## src/rtl/ttt_board_renderer.sv

```systemverilog
// rtl/ttt_board_renderer.sv - tic-tac-toe pixel colour stage, 3-cycle pipeline with per-frame snapshot
module ttt_board_renderer #(
  parameter int X0           = 95,
  parameter int Y0           = 15,
  parameter int BLINK_FRAMES = 30
) (
  input  logic        clk,
  input  logic        reset,
  input  logic [9:0]  x,
  input  logic [9:0]  y,
  input  logic        en,
  input  logic        hsync_in,
  input  logic        vsync_in,
  input  logic [17:0] board,
  input  logic [3:0]  cursor,
  output logic [11:0] rgb,
  output logic        hsync_out,
  output logic        vsync_out
);

  localparam logic [9:0] X0_V = 10'(X0);
  localparam logic [9:0] Y0_V = 10'(Y0);
  localparam int FW = (BLINK_FRAMES > 1) ? $clog2(BLINK_FRAMES) : 1;
  localparam logic [FW-1:0] FC_LAST = FW'(BLINK_FRAMES - 1);

  logic          prev_vs;
  logic [17:0]   snap_board;
  logic [3:0]    snap_cursor;
  logic [FW-1:0] frame_cnt;
  logic          blink;

  // Frame event: snapshot board/cursor and advance the blink counter on vsync fall
  always_ff @(posedge clk or posedge reset) begin
    if (reset) begin
      prev_vs     <= 1'b1;
      snap_board  <= '0;
      snap_cursor <= 4'hF;
      frame_cnt   <= '0;
      blink       <= 1'b1;
    end else begin
      prev_vs <= vsync_in;
      if (prev_vs && !vsync_in) begin
        snap_board  <= board;
        snap_cursor <= cursor;
        if (frame_cnt == FC_LAST) begin
          frame_cnt <= '0;
          blink     <= ~blink;
        end else begin
          frame_cnt <= frame_cnt + 1'b1;
        end
      end
    end
  end

  // ---------------- S1: locate ----------------
  logic [9:0] bx_c, by_c;
  logic [7:0] u_c, v_c;
  logic [1:0] col_c, row_c;
  logic       inb_c;

  // Board-relative coordinates, cell column/row and in-cell offsets by range compare
  always_comb begin
    bx_c  = x - X0_V;
    by_c  = y - Y0_V;
    inb_c = (x >= X0_V) && (bx_c < 10'd450) && (y >= Y0_V) && (by_c < 10'd450);
    if (bx_c < 10'd150) begin
      col_c = 2'd0; u_c = bx_c[7:0];
    end else if (bx_c < 10'd300) begin
      col_c = 2'd1; u_c = 8'(bx_c - 10'd150);
    end else begin
      col_c = 2'd2; u_c = 8'(bx_c - 10'd300);
    end
    if (by_c < 10'd150) begin
      row_c = 2'd0; v_c = by_c[7:0];
    end else if (by_c < 10'd300) begin
      row_c = 2'd1; v_c = 8'(by_c - 10'd150);
    end else begin
      row_c = 2'd2; v_c = 8'(by_c - 10'd300);
    end
  end

  logic       s1_en, s1_hs, s1_vs, s1_inb;
  logic [8:0] s1_bx, s1_by;
  logic [1:0] s1_col, s1_row;
  logic [7:0] s1_u, s1_v;

  // S1 register
  always_ff @(posedge clk or posedge reset) begin
    if (reset) begin
      s1_en <= 1'b0; s1_hs <= 1'b1; s1_vs <= 1'b1; s1_inb <= 1'b0;
      s1_bx <= '0; s1_by <= '0; s1_col <= '0; s1_row <= '0;
      s1_u <= '0; s1_v <= '0;
    end else begin
      s1_en <= en; s1_hs <= hsync_in; s1_vs <= vsync_in; s1_inb <= inb_c;
      s1_bx <= bx_c[8:0]; s1_by <= by_c[8:0]; s1_col <= col_c; s1_row <= row_c;
      s1_u <= u_c; s1_v <= v_c;
    end
  end

  // ---------------- S2: measure ----------------
  logic signed [8:0]  dx_c, dy_c;
  logic signed [13:0] dx2_c, dy2_c;
  logic [13:0] r2_c;
  logic [7:0]  d1_c;
  logic [8:0]  sum_c, d2_c;
  logic        grid_c, hl_c;
  logic [3:0]  idx_c;
  logic [1:0]  code_c;

  // Distances from centre and diagonals, grid lines, cell code and cursor match
  always_comb begin
    dx_c   = $signed({1'b0, s1_u}) - 9'sd75;
    dy_c   = $signed({1'b0, s1_v}) - 9'sd75;
    dx2_c  = 14'(dx_c) * 14'(dx_c);
    dy2_c  = 14'(dy_c) * 14'(dy_c);
    r2_c   = $unsigned(dx2_c) + $unsigned(dy2_c);
    d1_c   = (s1_u >= s1_v) ? (s1_u - s1_v) : (s1_v - s1_u);
    sum_c  = {1'b0, s1_u} + {1'b0, s1_v};
    d2_c   = (sum_c >= 9'd149) ? (sum_c - 9'd149) : (9'd149 - sum_c);
    grid_c = (s1_bx >= 9'd148 && s1_bx <= 9'd151) || (s1_bx >= 9'd298 && s1_bx <= 9'd301) ||
             (s1_by >= 9'd148 && s1_by <= 9'd151) || (s1_by >= 9'd298 && s1_by <= 9'd301);
    idx_c  = {2'b00, s1_row} * 4'd3 + {2'b00, s1_col};
    code_c = 2'b00;
    for (int i = 0; i < 9; i++) begin
      if (idx_c == 4'(i)) code_c = snap_board[2*i +: 2];
    end
    hl_c = blink && (snap_cursor == idx_c);
  end

  logic        s2_en, s2_hs, s2_vs, s2_inb, s2_grid, s2_hl;
  logic [7:0]  s2_u, s2_v, s2_d1;
  logic [8:0]  s2_d2;
  logic [13:0] s2_r2;
  logic [1:0]  s2_code;

  // S2 register
  always_ff @(posedge clk or posedge reset) begin
    if (reset) begin
      s2_en <= 1'b0; s2_hs <= 1'b1; s2_vs <= 1'b1; s2_inb <= 1'b0;
      s2_grid <= 1'b0; s2_hl <= 1'b0; s2_u <= '0; s2_v <= '0;
      s2_d1 <= '0; s2_d2 <= '0; s2_r2 <= '0; s2_code <= '0;
    end else begin
      s2_en <= s1_en; s2_hs <= s1_hs; s2_vs <= s1_vs; s2_inb <= s1_inb;
      s2_grid <= grid_c; s2_hl <= hl_c; s2_u <= s1_u; s2_v <= s1_v;
      s2_d1 <= d1_c; s2_d2 <= d2_c; s2_r2 <= r2_c; s2_code <= code_c;
    end
  end

  // ---------------- S3: colour ----------------
  logic border_c, xmark_c, omark_c;

  // Cursor frame, X stroke and O ring tests
  always_comb begin
    border_c = (s2_u < 8'd3) || (s2_u > 8'd146) || (s2_v < 8'd3) || (s2_v > 8'd146);
    xmark_c  = (s2_code == 2'b01) && (s2_u >= 8'd20) && (s2_u <= 8'd129) &&
               (s2_v >= 8'd20) && (s2_v <= 8'd129) && ((s2_d1 <= 8'd4) || (s2_d2 <= 9'd4));
    omark_c  = (s2_code == 2'b10) && (s2_r2 >= 14'd2025) && (s2_r2 <= 14'd3025);
  end

  // Output register: priority colour select, syncs aligned with rgb
  always_ff @(posedge clk or posedge reset) begin
    if (reset) begin
      rgb <= 12'h000; hsync_out <= 1'b1; vsync_out <= 1'b1;
    end else begin
      hsync_out <= s2_hs;
      vsync_out <= s2_vs;
      if (!s2_en || !s2_inb)          rgb <= 12'h000;
      else if (s2_grid)               rgb <= 12'hFFF;
      else if (s2_hl && border_c)     rgb <= 12'hFF0;
      else if (xmark_c)               rgb <= 12'hF00;
      else if (omark_c)               rgb <= 12'h00F;
      else                            rgb <= 12'h222;
    end
  end

endmodule

```

## config.mk

```make
export PLATFORM = sky130hd
export DESIGN_NAME = ttt_board_renderer
export DESIGN_NICKNAME = d
export VERILOG_FILES = /design/src/rtl/ttt_board_renderer.sv
export SDC_FILE = /design/constraint.sdc
export NUM_CORES = 1
export LEC_CHECK = 0
export BUFFER_PORTS_ARGS = -buffer_cell sky130_fd_sc_hd__buf_4
export CORE_MARGIN = 2
export CORE_UTILIZATION = 45
export CTS_CLUSTER_DIAMETER = 100
export CTS_CLUSTER_SIZE = 10
export DETAILED_ROUTE_END_ITERATION = 12
export HOLD_SLACK_MARGIN = 0.12
export MAX_ROUTING_LAYER = met4
export PLACE_DENSITY = 0.7
export SYNTH_ARGS = -nofsm -noshare
export SYNTH_HDL_FRONTEND = slang
export SYNTH_SLANG_ARGS = --single-unit
export TNS_END_PERCENT = 30
```

## constraint.sdc

```tcl
create_clock -name clk -period 6.25 [get_ports clk]
set_input_delay 1.25 -clock clk [delete_from_list [all_inputs] [get_ports clk]]
set_output_delay 1.25 -clock clk [all_outputs]
set_load 0.01 [all_outputs]
```

After elaboration in Yosys (flattened, before gate mapping) --
Index checks and enable logic that the tools add are counted.
Storage, ports and cells: output and inout bits 14, input port bits 47, register bits after elaboration 139, word-level logic and storage cells 146
Operators by class: reduce and logical (&&, ||, !) cells 30, muxes and demuxes 25, bitwise gates (word level) 1, order comparisons 30, $mul 3, $add $sub $neg 16, equality and inequality tests 12
Operator list (count):
- 2-to-1 mux 12 bit | 4
- less-than comparator 10 x 9 -> 1 bit (second input constant) | 4
- 2-to-1 mux 8 bit | 5
- multiplier 9 x 9 -> 14 bit | 2
- greater-or-equal comparator 9 x 8 -> 1 bit (second input constant) | 3
- 2-to-1 mux 2 bit | 13
- less-than comparator 10 x 8 -> 1 bit (second input constant) | 2
- greater-or-equal comparator 9 bit (second input constant) | 2
- less-or-equal comparator 9 x 8 -> 1 bit (second input constant) | 2
- less-or-equal comparator 9 bit (second input constant) | 2
- subtractor 8 x 7 -> 9 bit (second input constant) | 2
- logical AND 1 bit | 17
- == test 4 x 3 -> 1 bit (second input constant) | 4
- greater-or-equal comparator 8 x 5 -> 1 bit (second input constant) | 2
- > comparator 8 bit (second input constant) | 2
- less-or-equal comparator 8 bit (second input constant) | 2
- less-than comparator 8 x 2 -> 1 bit (second input constant) | 2
- subtractor 8 x 6 -> 8 bit (second input constant) | 2
- subtractor 8 bit | 2
- subtractor 8 bit (second input constant) | 2
- adder 14 bit | 1
- greater-or-equal comparator 14 x 11 -> 1 bit (second input constant) | 1
- less-or-equal comparator 14 x 12 -> 1 bit (second input constant) | 1
- greater-or-equal comparator 10 x 4 -> 1 bit (second input constant) | 1
- other kinds (27) | 37

Longest topological paths before layout --
word-level depth 12, depth in mapped cells 26, gate-level depth less buffers 26

Least setup slack after synthesis --
No wires, ideal clock.
kind flip-flop to flip-flop, from register s1_u[0], to register s2_r2[11], buffers on the path 0, setup time 123 ps, data arrival time 6435 ps, clock period less this slack 6558 ps, setup slack -308 ps, stages on the path, launching flop included 25, data required time 6127 ps, cell sequence dfrtp_1 ha_1 o21ai_0 nand3_1 xnor2_1 or2_2 inv_1 fa_1 inv_1 fa_1 fa_1 inv_1 fa_1 fa_1 fa_1 inv_1 fa_1 inv_1 ha_1 inv_1 o21ai_0 a21o_1 nand2_1 nor2b_1 xnor2_1
Between the ends: longest elaborated chain between the ends 3
RTL lines:
- from (decl) | line 85 | logic [7:0] s1_u, s1_v;
- from (signal assigned) | line 96 | s1_u <= u_c; s1_v <= v_c;
- subtractor 8 x 7 -> 9 bit | line 112 | dx_c = $signed({1'b0, s1_u}) - 9'sd75;
- multiplier 9 x 9 -> 14 bit | line 114 | dx2_c = 14'(dx_c) * 14'(dx_c);
- adder 14 bit | line 116 | r2_c = $unsigned(dx2_c) + $unsigned(dy2_c);
- via r2_c[11] | line 103 | logic [13:0] r2_c;
- to (signal assigned) | line 141 | s2_d1 <= '0; s2_d2 <= '0; s2_r2 <= '0; s2_code <= '0;
- to (signal assigned) | line 145 | s2_d1 <= d1_c; s2_d2 <= d2_c; s2_r2 <= r2_c; s2_code <= code_c;
- to (decl) | line 133 | logic [13:0] s2_r2;
The timed path passes the listed nets, and every way through them passes these cells. A chain may end at the register's enable or synchronous reset.

Worst setup path after layout --
from register s1_u[1], to register s2_r2[13]
Same word-level chain as after synthesis.

==> out/results.tsv <==
stage	metric	value	unit
status	outcome	finished clean	
global_route	grt_antenna_before_repair	0	
final_layout	drive_above_1_share	21.6	%
floorplan	core	25200	sq um
routing	drc_errors	0	
sta	post-route-min-period	6120	ps
place	gp_congestion	0.936	
global_route	grt_pass1_wl	42200	um
logic_synthesis	syn_area	11600	sq um
final_layout	antenna_cells	0	
routing	wl	25400	um
logic_synthesis	synth_top_cell_area_share	25.8	%
logic_synthesis	ys_types	80	
sta	hold_violations	0	
critical_path	cp_num_buf_inv	5	
routing	drt_iter0_markers	412	
floorplan	die_h	164	um
critical_path	slowest_stage	fa_1	
cts	cts_buffers	17	
critical_path	critPathRequiredTime	6570	ps
floorplan	num_io_pins	61	
logic_synthesis	synth_top_cell_by_area	dfrtp_1	
logic_synthesis	avgSynthCellArea	9.59	sq um
cts	hold_buffers	0	
global_route	grt_max_degree	87	
cts	root_buffer	clkbuf_16	
sta	fin_worst_skew	9.11	ps
routing	postRouteAntennaNets	0	
critical_path	crit_path_max_fanout	4	
global_route	grt_pass1_vias	8709	
run	cap_violations	0	
sta	slew_viol_final	0	
worst_hold_path	min_path_type	register to register	
logic_synthesis	postSynth.asyncResetShare	100	%
sta	setup_viol	0	
final_layout	syn2layout_area_growth	19.3	%
critical_path	path_delay_family	adder cells	
place	dpl-instance-area	12700	sq um
logic_synthesis	synth_edf_count	0	
sta	holdWs	347	ps
floorplan	rows	58	
routing	routedWlPerCell	15.2	um
place	hpwl	19800	um
final_layout	layout_common_cells	192 x inv_1, 132 x buf_4, 123 x nand2_1, 112 x dfrtp_1, 104 x fa_1	
cts	clk_latency	440	ps
critical_path	cp.arrival	6440	ps
critical_path	crit_chain	ha_4 -> o21ai_4 -> nand3_4 -> xnor2_4 -> buf_4 -> or2_2 -> buf_4 -> fa_1 -> fa_1 -> inv_1 -> fa_1 -> fa_1 -> fa_1 -> inv_1 -> fa_1 -> inv_2 -> ha_4 -> ha_4 -> or3_1 -> o21ai_1 -> a21oi_2 -> xnor2_1	
final_layout	fin_util	54.7	%
floorplan	die-area	27000	sq um
final_layout	final_cells	1671	
critical_path	crit_top_cell	fa_1	
critical_path	max_stage_delay	580	ps
logic_synthesis	syn_inst	1204	
place	io_buffers	60	
sta	worstMarginPinSlew	1050	ps
floorplan	start_util	45.9	%
logic_synthesis	yosysSeqAreaShare	28.3	%
sta	rsz0062_at_grt	yes	
sta	clock.fmax	163	MHz
cts	cts.sinks	130	
cts	clkTransAtPathRegs	60	ps
logic_synthesis	ys_top_cells_by_area	dfrtp_1 26%, fa_1 19%, ha_1 11%	
final_layout	final_cell_area	13800	sq um
logic_synthesis	ys.warnings.count	0	
logic_synthesis	ys_ff_latch	130	
routing	vias_per_cell	5.21	
sta	post-route-period-util	98.0	%
sta	slew_headroom	29.9	%
routing	vias	8704	
final_layout	final_net_count	1587	
cts	clk_path_buf_depth	2	
critical_path	end_kind	register	
place	placed_cells	1623	
final_layout	mostFrequentLayoutCell	inv_1	
routing	drt_pass1_iterations	5	
logic_synthesis	syn_nets	1463	
critical_path	crit_path_start_kind	register	
critical_path	crit_type	register to register	
floorplan	fp.dieW	164	um
cts	cts_tree	built	
cts	h-tree-depth	4	
global_route	overflow	0	
global_route	globalRouteTotalUtil	20.3	%
logic_synthesis	synth_flop_cell	dfrtp_1	
-- layer usage --
metal / routed length, um / global-route usage (%) / vias to the layer above / part of all wire [%]
li1: - / - / 4186 / -
met4: 454 / 5.06 / 0 / 1.8
met1: 11300 / 26.6 / 4283 / 45
met3: 1020 / 2.80 / 32 / 4.0
met5: 0 / - / - / 0
met2: 12600 / 33.4 / 203 / 50
-- area by class of cell --
cell class / instances / area [sq um]
fill: 2200 / 11400
multi-input combinational: 841 / 7740
sequential: 130 / 3280
timing repair buffer: 133 / 1000
inverter: 205 / 781
clock buffer: 17 / 425
tap: 330 / 413
clock inverter: 15 / 144
-- flip-flops by register name, indices dropped and copies added (netlist names), 2 cells and up --
register     cells
s1_v             8
snap_board      18
s1_col           2
snap_cursor      4
s1_by            8
s2_d2            9
frame_cnt        5
s2_u             8
s1_u             8
s1_bx            8
s2_code          2
rgb              6
s1_row           2
s2_d1            8
s2_r2           13
s2_v             8
-- stage by stage --
| stage | worst slack (ps) | TNS, ps |
|---|---|---|
| 2_1_floorplan | 12.6 | 0 |
| 3_3_place_gp | -21.6 | -29.2 |
| 3_5_place_dp | -150 | -483 |
| 4_1_cts | 0.186 | 0 |
| 5_1_grt | -88.7 | -187 |
| 6_report | 127 | 0 |
-- Yosys cell counts (10+ instances only) --
cell type	number
xnor2_1	63
fa_1	108
nor3_1	15
inv_1	203
nand3_1	23
o21ai_0	53
a21o_1	12
nand2_1	126
ha_1	104
a21oi_1	47
nor2b_1	10
nand2b_1	13
dfrtp_1	119
dfstp_2	11
or2_2	11
xor2_1	22
nor2_1	72
clkbuf_1	12
-- path summary, 6_finish.rpt --
check / startpoint / to / slack (ps) / cells past startpoint
max in group asynchronous: reset / s1_v[3]$_DFF_PP0_ / 3980 / 3
hold reg to reg: s1_inb$_DFF_PP0_ / s2_inb$_DFF_PP0_ / 350 / 0
setup / recovery: s1_u[1]$_DFF_PP0_ / s2_r2[13]$_DFF_PP0_ / 130 / 22
setup reg to reg: s1_u[1]$_DFF_PP0_ / s2_r2[13]$_DFF_PP0_ / 130 / 22
hold / removal: s1_inb$_DFF_PP0_ / s2_inb$_DFF_PP0_ / 350 / 0
min in group asynchronous: reset / frame_cnt[2]$_DFFE_PP0P_ / 1090 / 2
-- repair_timing --
action,4_1_cts,5_1_grt
resized for setup,16,72
cloned,0,0
setup buffers,2,14
pin swaps,12,49
setup endpoints to repair,4,5
-- cells by family (layout without fill, tap and decap cells) --
| kind of cell | Yosys count | after routing | share of synthesized area, % |
|---|---|---|---|
| xor gates and xnor gates | 88 | 88 | 6.87 |
| adders and majority gates | 212 | 212 | 30.0 |
| AOI/OAI and AO/OA | 196 | 196 | 11.2 |
| muxes | 16 | 16 | 1.88 |
| and+or+nand+nor | 329 | 329 | 13.9 |
| buffers and inverters | 233 | 370 | 7.88 |
| DFF | 130 | 130 | 28.3 |
Power is not shown: default switching activity piles up to over one toggle a cycle in this logic, so the estimate is an artifact.
